**src/rtl/core_pkg.sv**
```systemverilog
// Shared encodings for the RV32I multicycle sequencer: opcodes, datapath
// control codes, FSM states and trap causes.
package core_pkg;

  localparam logic [6:0] OP_R      = 7'b0110011;
  localparam logic [6:0] OP_IALU   = 7'b0010011;
  localparam logic [6:0] OP_BRANCH = 7'b1100011;
  localparam logic [6:0] OP_JAL    = 7'b1101111;
  localparam logic [6:0] OP_LOAD   = 7'b0000011;
  localparam logic [6:0] OP_STORE  = 7'b0100011;

  localparam logic [2:0] F3_BEQ  = 3'b000;
  localparam logic [2:0] F3_BNE  = 3'b001;
  localparam logic [2:0] F3_WORD = 3'b010;

  localparam logic [31:0] NOP_INSTR = 32'h0000_0013;

  typedef enum logic [3:0] {
    ALU_ADD  = 4'd0,
    ALU_SUB  = 4'd1,
    ALU_AND  = 4'd2,
    ALU_OR   = 4'd3,
    ALU_XOR  = 4'd4,
    ALU_SLT  = 4'd5,
    ALU_SLL  = 4'd6,
    ALU_SRL  = 4'd7,
    ALU_SRA  = 4'd8,
    ALU_SLTU = 4'd9
  } alu_ctl_e;

  typedef enum logic [1:0] {IMM_I = 2'b00, IMM_S = 2'b01, IMM_B = 2'b10, IMM_J = 2'b11} imm_src_e;

  typedef enum logic [1:0] {RES_ALU = 2'b00, RES_MEM = 2'b01, RES_PC4 = 2'b10} result_src_e;

  typedef enum logic [1:0] {S_FETCH, S_EXEC, S_MEM, S_TRAP} state_e;

  typedef enum logic [1:0] {
    CAUSE_NONE    = 2'b00,
    CAUSE_ILLEGAL = 2'b01,
    CAUSE_IMEM_TO = 2'b10,
    CAUSE_DMEM_TO = 2'b11
  } trap_cause_e;

  // funct7[5] selects SUB only for register-register ops; for shifts it selects SRA.
  function automatic logic [3:0] alu_op(input logic [2:0] f3, input logic f7b5,
                                        input logic is_rtype);
    case (f3)
      3'b000:  return (is_rtype && f7b5) ? ALU_SUB : ALU_ADD;
      3'b001:  return ALU_SLL;
      3'b010:  return ALU_SLT;
      3'b011:  return ALU_SLTU;
      3'b100:  return ALU_XOR;
      3'b101:  return f7b5 ? ALU_SRA : ALU_SRL;
      3'b110:  return ALU_OR;
      default: return ALU_AND;
    endcase
  endfunction

endpackage

```
**src/rtl/core_decoder.sv**
```systemverilog
// Combinational instruction decoder: IR to datapath controls and
// instruction-class flags used by the sequencer.
module core_decoder
  import core_pkg::*;
(
  input  logic [31:0] ir_i,
  output logic        alu_src_o,
  output logic [1:0]  imm_src_o,
  output logic [1:0]  result_src_o,
  output logic [3:0]  alu_control_o,
  output logic        reg_write_dec_o,
  output logic        is_branch_o,
  output logic        is_jal_o,
  output logic        is_load_o,
  output logic        is_store_o,
  output logic        illegal_o
);

  logic [6:0] opcode;
  logic [2:0] funct3;
  logic       f7b5;
  logic       unused_ir_bits;

  assign opcode = ir_i[6:0];
  assign funct3 = ir_i[14:12];
  assign f7b5   = ir_i[30];
  assign unused_ir_bits = ^{ir_i[31], ir_i[29:15], ir_i[11:7]};

  always_comb begin
    alu_src_o       = 1'b0;
    imm_src_o       = IMM_I;
    result_src_o    = RES_ALU;
    alu_control_o   = ALU_ADD;
    reg_write_dec_o = 1'b0;
    is_branch_o     = 1'b0;
    is_jal_o        = 1'b0;
    is_load_o       = 1'b0;
    is_store_o      = 1'b0;
    illegal_o       = 1'b0;
    case (opcode)
      OP_R: begin
        reg_write_dec_o = 1'b1;
        alu_control_o   = alu_op(funct3, f7b5, 1'b1);
      end
      OP_IALU: begin
        alu_src_o       = 1'b1;
        reg_write_dec_o = 1'b1;
        alu_control_o   = alu_op(funct3, f7b5, 1'b0);
      end
      OP_BRANCH: begin
        if (funct3 == F3_BEQ || funct3 == F3_BNE) begin
          is_branch_o   = 1'b1;
          imm_src_o     = IMM_B;
          alu_control_o = ALU_SUB;
        end else begin
          illegal_o = 1'b1;
        end
      end
      OP_JAL: begin
        is_jal_o        = 1'b1;
        imm_src_o       = IMM_J;
        result_src_o    = RES_PC4;
        reg_write_dec_o = 1'b1;
      end
      OP_LOAD: begin
        if (funct3 == F3_WORD) begin
          is_load_o       = 1'b1;
          alu_src_o       = 1'b1;
          result_src_o    = RES_MEM;
          reg_write_dec_o = 1'b1;
        end else begin
          illegal_o = 1'b1;
        end
      end
      OP_STORE: begin
        if (funct3 == F3_WORD) begin
          is_store_o = 1'b1;
          alu_src_o  = 1'b1;
          imm_src_o  = IMM_S;
        end else begin
          illegal_o = 1'b1;
        end
      end
      default: illegal_o = 1'b1;
    endcase
  end

endmodule

```
**src/rtl/core_sequencer.sv**
```systemverilog
// Multicycle RV32I sequencer: fetch handshake, IR, one-cycle commit strobes,
// data-memory sequencing, watchdog with sticky trap, and retired-instruction count.
module core_sequencer
  import core_pkg::*;
#(
  parameter int TIMEOUT = 255,
  parameter int CNT_W   = 32
) (
  input  logic             clk,
  input  logic             reset,
  output logic             imem_req,
  input  logic             imem_ready,
  input  logic [31:0]      imem_rdata,
  output logic [31:0]      Instr,
  output logic             dmem_req,
  output logic             dmem_we,
  input  logic             dmem_ready,
  input  logic             Zero,
  output logic             PCEn,
  output logic             PCSrc,
  output logic             RegWrite,
  output logic             ALUSrc,
  output logic [1:0]       ImmSrc,
  output logic [1:0]       ResultSrc,
  output logic [3:0]       ALUControl,
  output logic             trap,
  output logic [1:0]       trap_cause,
  output logic [CNT_W-1:0] instret
);

  localparam int WD_W = (TIMEOUT > 1) ? $clog2(TIMEOUT + 1) : 1;

  state_e           state_q;
  logic [31:0]      ir_q;
  logic [CNT_W-1:0] instret_q;
  logic [1:0]       cause_q;
  logic [WD_W-1:0]  wd_q;
  logic [WD_W-1:0]  wd_d;
  logic             timeout_hit;

  logic reg_write_dec, is_branch, is_jal, is_load, is_store, illegal;
  logic exec_commit, mem_commit, commit, branch_taken;

  core_decoder u_dec (
    .ir_i            (ir_q),
    .alu_src_o       (ALUSrc),
    .imm_src_o       (ImmSrc),
    .result_src_o    (ResultSrc),
    .alu_control_o   (ALUControl),
    .reg_write_dec_o (reg_write_dec),
    .is_branch_o     (is_branch),
    .is_jal_o        (is_jal),
    .is_load_o       (is_load),
    .is_store_o      (is_store),
    .illegal_o       (illegal)
  );

  assign wd_d        = wd_q + WD_W'(1);
  assign timeout_hit = (TIMEOUT != 0) && (wd_d == WD_W'(TIMEOUT));

  assign exec_commit  = (state_q == S_EXEC) && !illegal && !is_load && !is_store;
  assign mem_commit   = (state_q == S_MEM) && dmem_ready;
  assign commit       = exec_commit || mem_commit;
  // funct3[0] separates bne from beq
  assign branch_taken = is_branch && (ir_q[12] ? !Zero : Zero);

  // imem_req is gated by reset so it drops immediately when reset asserts.
  assign imem_req   = reset && (state_q == S_FETCH);
  assign dmem_req   = (state_q == S_MEM);
  assign dmem_we    = dmem_req && is_store;
  assign PCEn       = commit;
  assign RegWrite   = commit && reg_write_dec;
  assign PCSrc      = (state_q == S_EXEC) && (is_jal || branch_taken);
  assign Instr      = ir_q;
  assign trap       = (state_q == S_TRAP);
  assign trap_cause = cause_q;
  assign instret    = instret_q;

  always_ff @(posedge clk or negedge reset) begin
    if (!reset) begin
      state_q   <= S_FETCH;
      ir_q      <= NOP_INSTR;
      instret_q <= '0;
      cause_q   <= CAUSE_NONE;
      wd_q      <= '0;
    end else begin
      if (commit) instret_q <= instret_q + CNT_W'(1);
      case (state_q)
        S_FETCH: begin
          if (imem_ready) begin
            ir_q    <= imem_rdata;
            wd_q    <= '0;
            state_q <= S_EXEC;
          end else if (timeout_hit) begin
            state_q <= S_TRAP;
            cause_q <= CAUSE_IMEM_TO;
          end else begin
            wd_q <= wd_d;
          end
        end
        S_EXEC: begin
          wd_q <= '0;
          if (illegal) begin
            state_q <= S_TRAP;
            cause_q <= CAUSE_ILLEGAL;
          end else if (is_load || is_store) begin
            state_q <= S_MEM;
          end else begin
            state_q <= S_FETCH;
          end
        end
        S_MEM: begin
          if (dmem_ready) begin
            wd_q    <= '0;
            state_q <= S_FETCH;
          end else if (timeout_hit) begin
            state_q <= S_TRAP;
            cause_q <= CAUSE_DMEM_TO;
          end else begin
            wd_q <= wd_d;
          end
        end
        S_TRAP: state_q <= S_TRAP;
      endcase
    end
  end

endmodule

```
**config.mk**
```make
export PLATFORM = sky130hd
export DESIGN_NAME = core_sequencer
export DESIGN_NICKNAME = d
export VERILOG_FILES = /design/src/rtl/core_pkg.sv /design/src/rtl/core_decoder.sv /design/src/rtl/core_sequencer.sv
export SDC_FILE = /design/constraint.sdc
export NUM_CORES = 1
export LEC_CHECK = 0
export CAP_MARGIN = 10
export CELL_PAD_IN_SITES_DETAIL_PLACEMENT = 1
export CELL_PAD_IN_SITES_GLOBAL_PLACEMENT = 2
export CORE_MARGIN = 4
export CORE_UTILIZATION = 31
export DETAILED_ROUTE_END_ITERATION = 7
export MAX_ROUTING_LAYER = met4
export PLACE_DENSITY = 0.95
export SLEW_MARGIN = 40
export SYNTH_ARGS = -nofsm -noshare
export SYNTH_HDL_FRONTEND = slang
export SYNTH_SLANG_ARGS = --single-unit
```
**constraint.sdc**
```tcl
create_clock -name clk -period 4.1 [get_ports clk]
set_input_delay 0.41 -clock clk [delete_from_list [all_inputs] [get_ports clk]]
set_output_delay 0.41 -clock clk [all_outputs]
set_load 0.05 [all_outputs]
```
==> flow_summary_export.csv, run 1 <==
group,metric,value,unit
placed_design,gp_congestion,0.815,
setup_path,critPathLaunchType,"flop",
synthesis,synth.area.top_cells,"dfrtp_1, mux2_2, xor2_1",
cells_and_area,num_antenna_cells,0,
setup_path,max_stage_delay,0.80,ns
drt,viasPerCell,4.96,
timing,skew,0.00661,ns
synthesis,synth-seq-cells,76,
setup_path,reg2reg_depth,6,
setup_path,arrival,3.30,ns
cells_and_area,nets,510,
flow_run,drv_cap,0,
synthesis,yosysWarnings,0,
power_and_ir_drop,power,3850,µW
setup_path,critPathTopFamily,"buffers and inverters",
drt,drc_errors,0,
die,die_y,118,µm
clock_network,cts_buffers,9,
placed_design,postPlaceCellArea,0.00506,mm²
cells_and_area,final_layout_size_suffix_gt1_frac,0.134,
synthesis,synth_edf_count,0,
setup_path,worstReg2RegEnd,"instret[28]",
clock_network,htree_levels,3,
drt,wl,10500,µm
clock_network,path_clk_slew,0.06,ns
clock_network,cts-resized-gates,0,
timing,hold_violations,0,
synthesis,synth_area_per_cell,10.9,µm²
die,ios,119,
timing,rsz0062_at_grt,"false",
global_routing,grt_pass1_vias,3407,
cells_and_area,post-route-util,0.462,
drt,drt_iter0_markers,130,
timing,fin_crit_sh,0.904,
setup_path,cp_slowest_cell,"clkdlybuf4s50_1",
global_routing,grt_max_degree,45,
setup_path,crit_fanout,13,
timing,tightest_slew,0.567,ns
synthesis,synth_top_area_frac,0.491,
clock_network,max-clock-path-buffers,2,
placed_design,port_buffers,118,
synthesis,synth_ff_type,"dfrtp_1",
global_routing,grt_first_pass_wirelength,17500,µm
setup_path,path_cells,"or4_1 > a211o_1 > a21boi_4 > nor2_2 > inv_2 > o21a_1 > clkdlybuf4s50_1",
synthesis,syn_nets,387,
timing,slew_viol_final,0,
cells_and_area,final_area,0.00534,mm²
die,dieArea,0.0138,mm²
outcome,status,"finished, final reports clean",
synthesis,postSynthCellCount,341,
die,core_area,0.0116,mm²
clock_network,cts_tree,"done",
synthesis,ys_async_sr_fraction,1.00,
synthesis,synth_most_common_cell,"dfrtp_1",
drt,vias,3036,
drt,drt_first_pass_iters,4,
global_routing,grt-ovfl-total,0,
timing,finalSetupViolCount,0,
setup_path,crit_type,"reg2out",
synthesis,synth_cell_types,43,
clock_network,post-cts-setup-buffers,0,
synthesis,yosys-top-cells-count,"dfrtp_1, mux2_2, nand2_1, xor2_1, nor2_1",
cells_and_area,synthToLayoutAreaGrowth,43.6,%
synthesis,ys_seq_area_frac,0.513,
setup_path,critPathBufInv,2,
global_routing,grt.total_usage,0.162,
setup_path,worstPathRequired,3.69,ns
timing,clock.fmax,0.270,GHz
power_and_ir_drop,leakage,0.00229,µW
timing,slew-limit-headroom,0.622,
power_and_ir_drop,max-vdd-ir-drop,0.547,mV
synthesis,yosys.area.top_type,"dfrtp_1",
timing,period_needed,3.71,ns
synthesis,synthesis.area,0.00372,mm²
drt,wl_per_cell,17.2,µm
clock_network,clk-insertion-delay-late,0.34,ns
clock_network,hold_buffers,0,
placed_design,place_hpwl,7990,µm
setup_path,cp-end-kind,"output port",
setup_path,reg2reg_from,"Instr[13]",
drt,antenna_left,0,
min_path,hold_class,"in2async",
clock_network,clock-sinks,76,
die,num_rows,39,
die,initial_core_util,0.321,
power_and_ir_drop,power_density,721,mW/mm²
setup_path,reg2reg_setup_slack,1.57,ns
die,die_w,118,µm
timing,finalSetupTns,0,ns
global_routing,antenna_found_initial,0,
clock_network,cts_root_buf,"clkbuf_16",
-- worst reg2reg max path, stage by stage, from the launching register on --
cell and delay (ns):
dfrtp_1 0.50, or4_1 0.57, a211o_1 0.41, a21boi_4 0.27
o21ai_2 0.20, nor4_2 0.36, xnor2_1 0.16
-- cell type report --
| cell class | instances | area [µm²] |
|---|---|---|
| repair buffers | 120 | 1190 |
| fillers | 1250 | 6230 |
| multi-input cells | 240 | 1720 |
| clock buffers | 10 | 229 |
| flip-flops and latches | 76 | 1910 |
| inverters | 17 | 63.8 |
| well taps | 143 | 179 |
| clock inverters | 6 | 48.8 |
-- per-layer routing --
| metal | vias to the layer above | wire (µm) | global-route usage |
|---|---|---|---|
| li1 | 1431 | - | - |
| met4 | 0 | 137 | 0.0447 |
| met5 | - | 0 | - |
| met3 | 13 | 879 | 0.0740 |
| met1 | 1491 | 4310 | 0.182 |
| met2 | 101 | 5200 | 0.262 |
-- worst max-delay path by stage --
| stage | end | depth (start not counted) | startpoint |
|---|---|---|---|
| 6_report | RegWrite | 7 | Instr[13] |
| 5_1_grt | RegWrite | 7 | Instr[13] |
| 3_5_place_dp | RegWrite | 7 | Instr[13] |
| 2_1_floorplan | ALUControl[2] | 3 | Instr[3] |
| 4_1_cts | RegWrite | 7 | Instr[13] |
| 3_3_place_gp | RegWrite | 7 | Instr[13] |
-- cells by family (layout without fill, tap and decap cells) --
group | Yosys count | after routing | synth area share
and+or+nand+nor | 118 | 118 | 0.166
adders and majority gates | 9 | 9 | 0.0303
muxes | 34 | 34 | 0.103
xor gates and xnor gates | 37 | 37 | 0.0872
AOI/OAI and AO/OA | 42 | 42 | 0.0761
DFF | 76 | 76 | 0.513
buffers and inverters | 25 | 153 | 0.0256
-- registers in the layout, summed over array words and instances, names as in the netlist --
name and flops:
Instr 32, instret 32, wd_q 8, state_q 2, trap_cause 2
-- cells in the final DEF, fill, tap and decap left out, drive strengths merged, types with 4 or more instances in the layout --
cell / netlist / final
nand2b: 4 / 4
nor3: 14 / 14
and3: 6 / 6
nor2: 20 / 20
clkbuf: 4 / 10
inv: 17 / 19
and2: 4 / 4
nand2: 29 / 29
nand3: 17 / 17
ha: 9 / 9
xnor2: 15 / 15
o21ai: 20 / 20
clkdlybuf4s50: 0 / 117
a21oi: 4 / 4
mux2: 33 / 33
xor2: 22 / 22
dfrtp: 73 / 73
nand4: 5 / 5
-- stage by stage --
step / hold slack (ns) / instances / setup slack [ns]
detailed placement: 0.389 / 596 / 0.757
floorplan: 0.114 / 341 / 0.519
global placement: 0.383 / 596 / 0.794
global route: 0.0365 / 612 / 0.237
finish: 0.0113 / 612 / 0.393
CTS: 0.0223 / 612 / 0.370
-- report_power, final --
part | total, µW | switching [µW] | internal, µW | leakage, µW
clock network | 734 | 319 | 415 | 0.000126
logic | 1920 | 1210 | 709 | 0.00121
registers | 1200 | 222 | 977 | 0.000950
total | 3850 | 1750 | 2100 | 0.00229
(Power assumes the default switching activity.)
==> inputs of run 2 (changes only) <==
Settings changed: PLACE_DENSITY 0.95 to default, PLACE_DENSITY_LB_ADDON from default to 0.1.
==> flow_summary_export.csv, run 2 (synthesis gave the netlist of run 1 again) <==
group,metric,value,unit
min_path,hold_class,"in2async",
timing,slew_viol_final,0,
power_and_ir_drop,power,3980,µW
power_and_ir_drop,power_density,740,mW/mm²
cells_and_area,final_layout_size_suffix_gt1_frac,0.132,
timing,skew,0.00463,ns
global_routing,grt_max_degree,48,
die,die_w,118,µm
die,num_rows,39,
timing,finalSetupViolCount,0,
cells_and_area,layout_commonest_cell,"clkdlybuf4s50_1",
setup_path,path_cells,"or4_1 > a211o_1 > a21boi_4 > nor2_2 > inv_2 > o21a_1 > clkdlybuf4s50_1",
cells_and_area,post-route-util,0.465,
placed_design,pre_cts_ws,0.736,ns
clock_network,cts_buffers,9,
placed_design,port_buffers,118,
die,core_area,0.0116,mm²
timing,finalSetupTns,0,ns
power_and_ir_drop,max-vdd-ir-drop,0.637,mV
setup_path,arrival,3.30,ns
clock_network,cts-resized-gates,0,
setup_path,cp-end-kind,"output port",
cells_and_area,layout_common_cells,"clkdlybuf4s50_1, dfrtp_1, mux2_2",
die,die_y,118,µm
drt,antenna_left,0,
timing,rsz0062_at_grt,"false",
clock_network,clk-insertion-delay-late,0.34,ns
timing,tightest_slew,0.628,ns
global_routing,antenna_found_initial,0,
placed_design,gp_congestion,0.778,
clock_network,hold_buffers,0,
clock_network,clock-sinks,76,
global_routing,grt.total_usage,0.167,
timing,hold_violations,0,
flow_run,drv_cap,0,
timing,slew-limit-headroom,0.581,
clock_network,cts_root_buf,"clkbuf_16",
clock_network,cts_tree,"done",
drt,wl,10500,µm
clock_network,path_clk_slew,0.06,ns
timing,fin_crit_sh,0.905,
die,dieArea,0.0138,mm²
placed_design,place_hpwl,7720,µm
setup_path,crit_fanout,13,
clock_network,htree_levels,3,
timing,setup_ws,0.390,ns
drt,viasPerCell,4.93,
global_routing,grt_first_pass_wirelength,18000,µm
drt,drc_errors,0,
setup_path,worstPathRequired,3.69,ns
setup_path,critPathLaunchType,"flop",
drt,drt_first_pass_iters,4,
setup_path,cp_slowest_cell,"clkdlybuf4s50_1",
die,initial_core_util,0.321,
timing,fin_hold_ws,0.00748,ns
setup_path,critPathBufInv,2,
drt,vias,3018,
cells_and_area,num_antenna_cells,0,
clock_network,post-cts-setup-buffers,0,
drt,wl_per_cell,17.2,µm
power_and_ir_drop,leakage,0.00231,µW
timing,period_needed,3.71,ns
outcome,status,"finished, final reports clean",
setup_path,max_stage_delay,0.80,ns
cells_and_area,nets,510,
die,ios,119,
cells_and_area,synthToLayoutAreaGrowth,44.7,%
timing,clock.fmax,0.270,GHz
global_routing,grt_pass1_vias,3445,
global_routing,grt-ovfl-total,0,
clock_network,max-clock-path-buffers,2,
setup_path,critPathTopFamily,"buffers and inverters",
drt,drt_iter0_markers,96,
setup_path,crit_type,"reg2out",
[run 2: cell type report]
cell class	instances	area (µm²)
fillers	1272	6190
flip-flops and latches	76	1910
multi-input cells	240	1720
repair buffers	120	1190
clock buffers	12	246
well taps	143	179
clock inverters	4	72.6
inverters	17	63.8
[run 2: per-stage QoR]
step,cells,instance area [µm²]
2_1_floorplan,341,3720
3_3_place_gp,596,5060
3_5_place_dp,596,5060
4_1_cts,612,5380
5_1_grt,612,5380
6_report,612,5380
[run 2: where the power goes]
group	switching, µW	internal, µW	leakage (µW)
Sequential	232	977	0.000950
Clock	310	549	0.000153
Combinational	1200	707	0.00121
[run 2: worst paths after layout]
kind | to | from | cells past startpoint | slack, ns
min in group clk | instret[31] | instret[31] | 1 | 0.47
worst max register to register | instret[28] | Instr[13] | 6 | 1.56
worst min register to register | instret[31] | instret[31] | 1 | 0.47
worst max-delay path | RegWrite | Instr[13] | 7 | 0.39
worst min-delay path | instret[11] | reset | 1 | 0.007
max in group asynchronous | Instr[15] | reset | 2 | 3.12
[run 2: layer usage]
layer,up-vias,GRT usage,share of wire
li1,1429,-,-
met4,0,0.0476,0.011
met5,-,-,0
met3,8,0.0663,0.065
met2,86,0.267,0.49
met1,1495,0.196,0.44
[run 2: worst reg2reg max path: stages, from the launching register on]
cell and delay, ns:
dfrtp_1 0.50, or4_1 0.58, a211o_1 0.41, a21boi_4 0.26
o21ai_2 0.21, nor4_2 0.32, xnor2_1 0.17
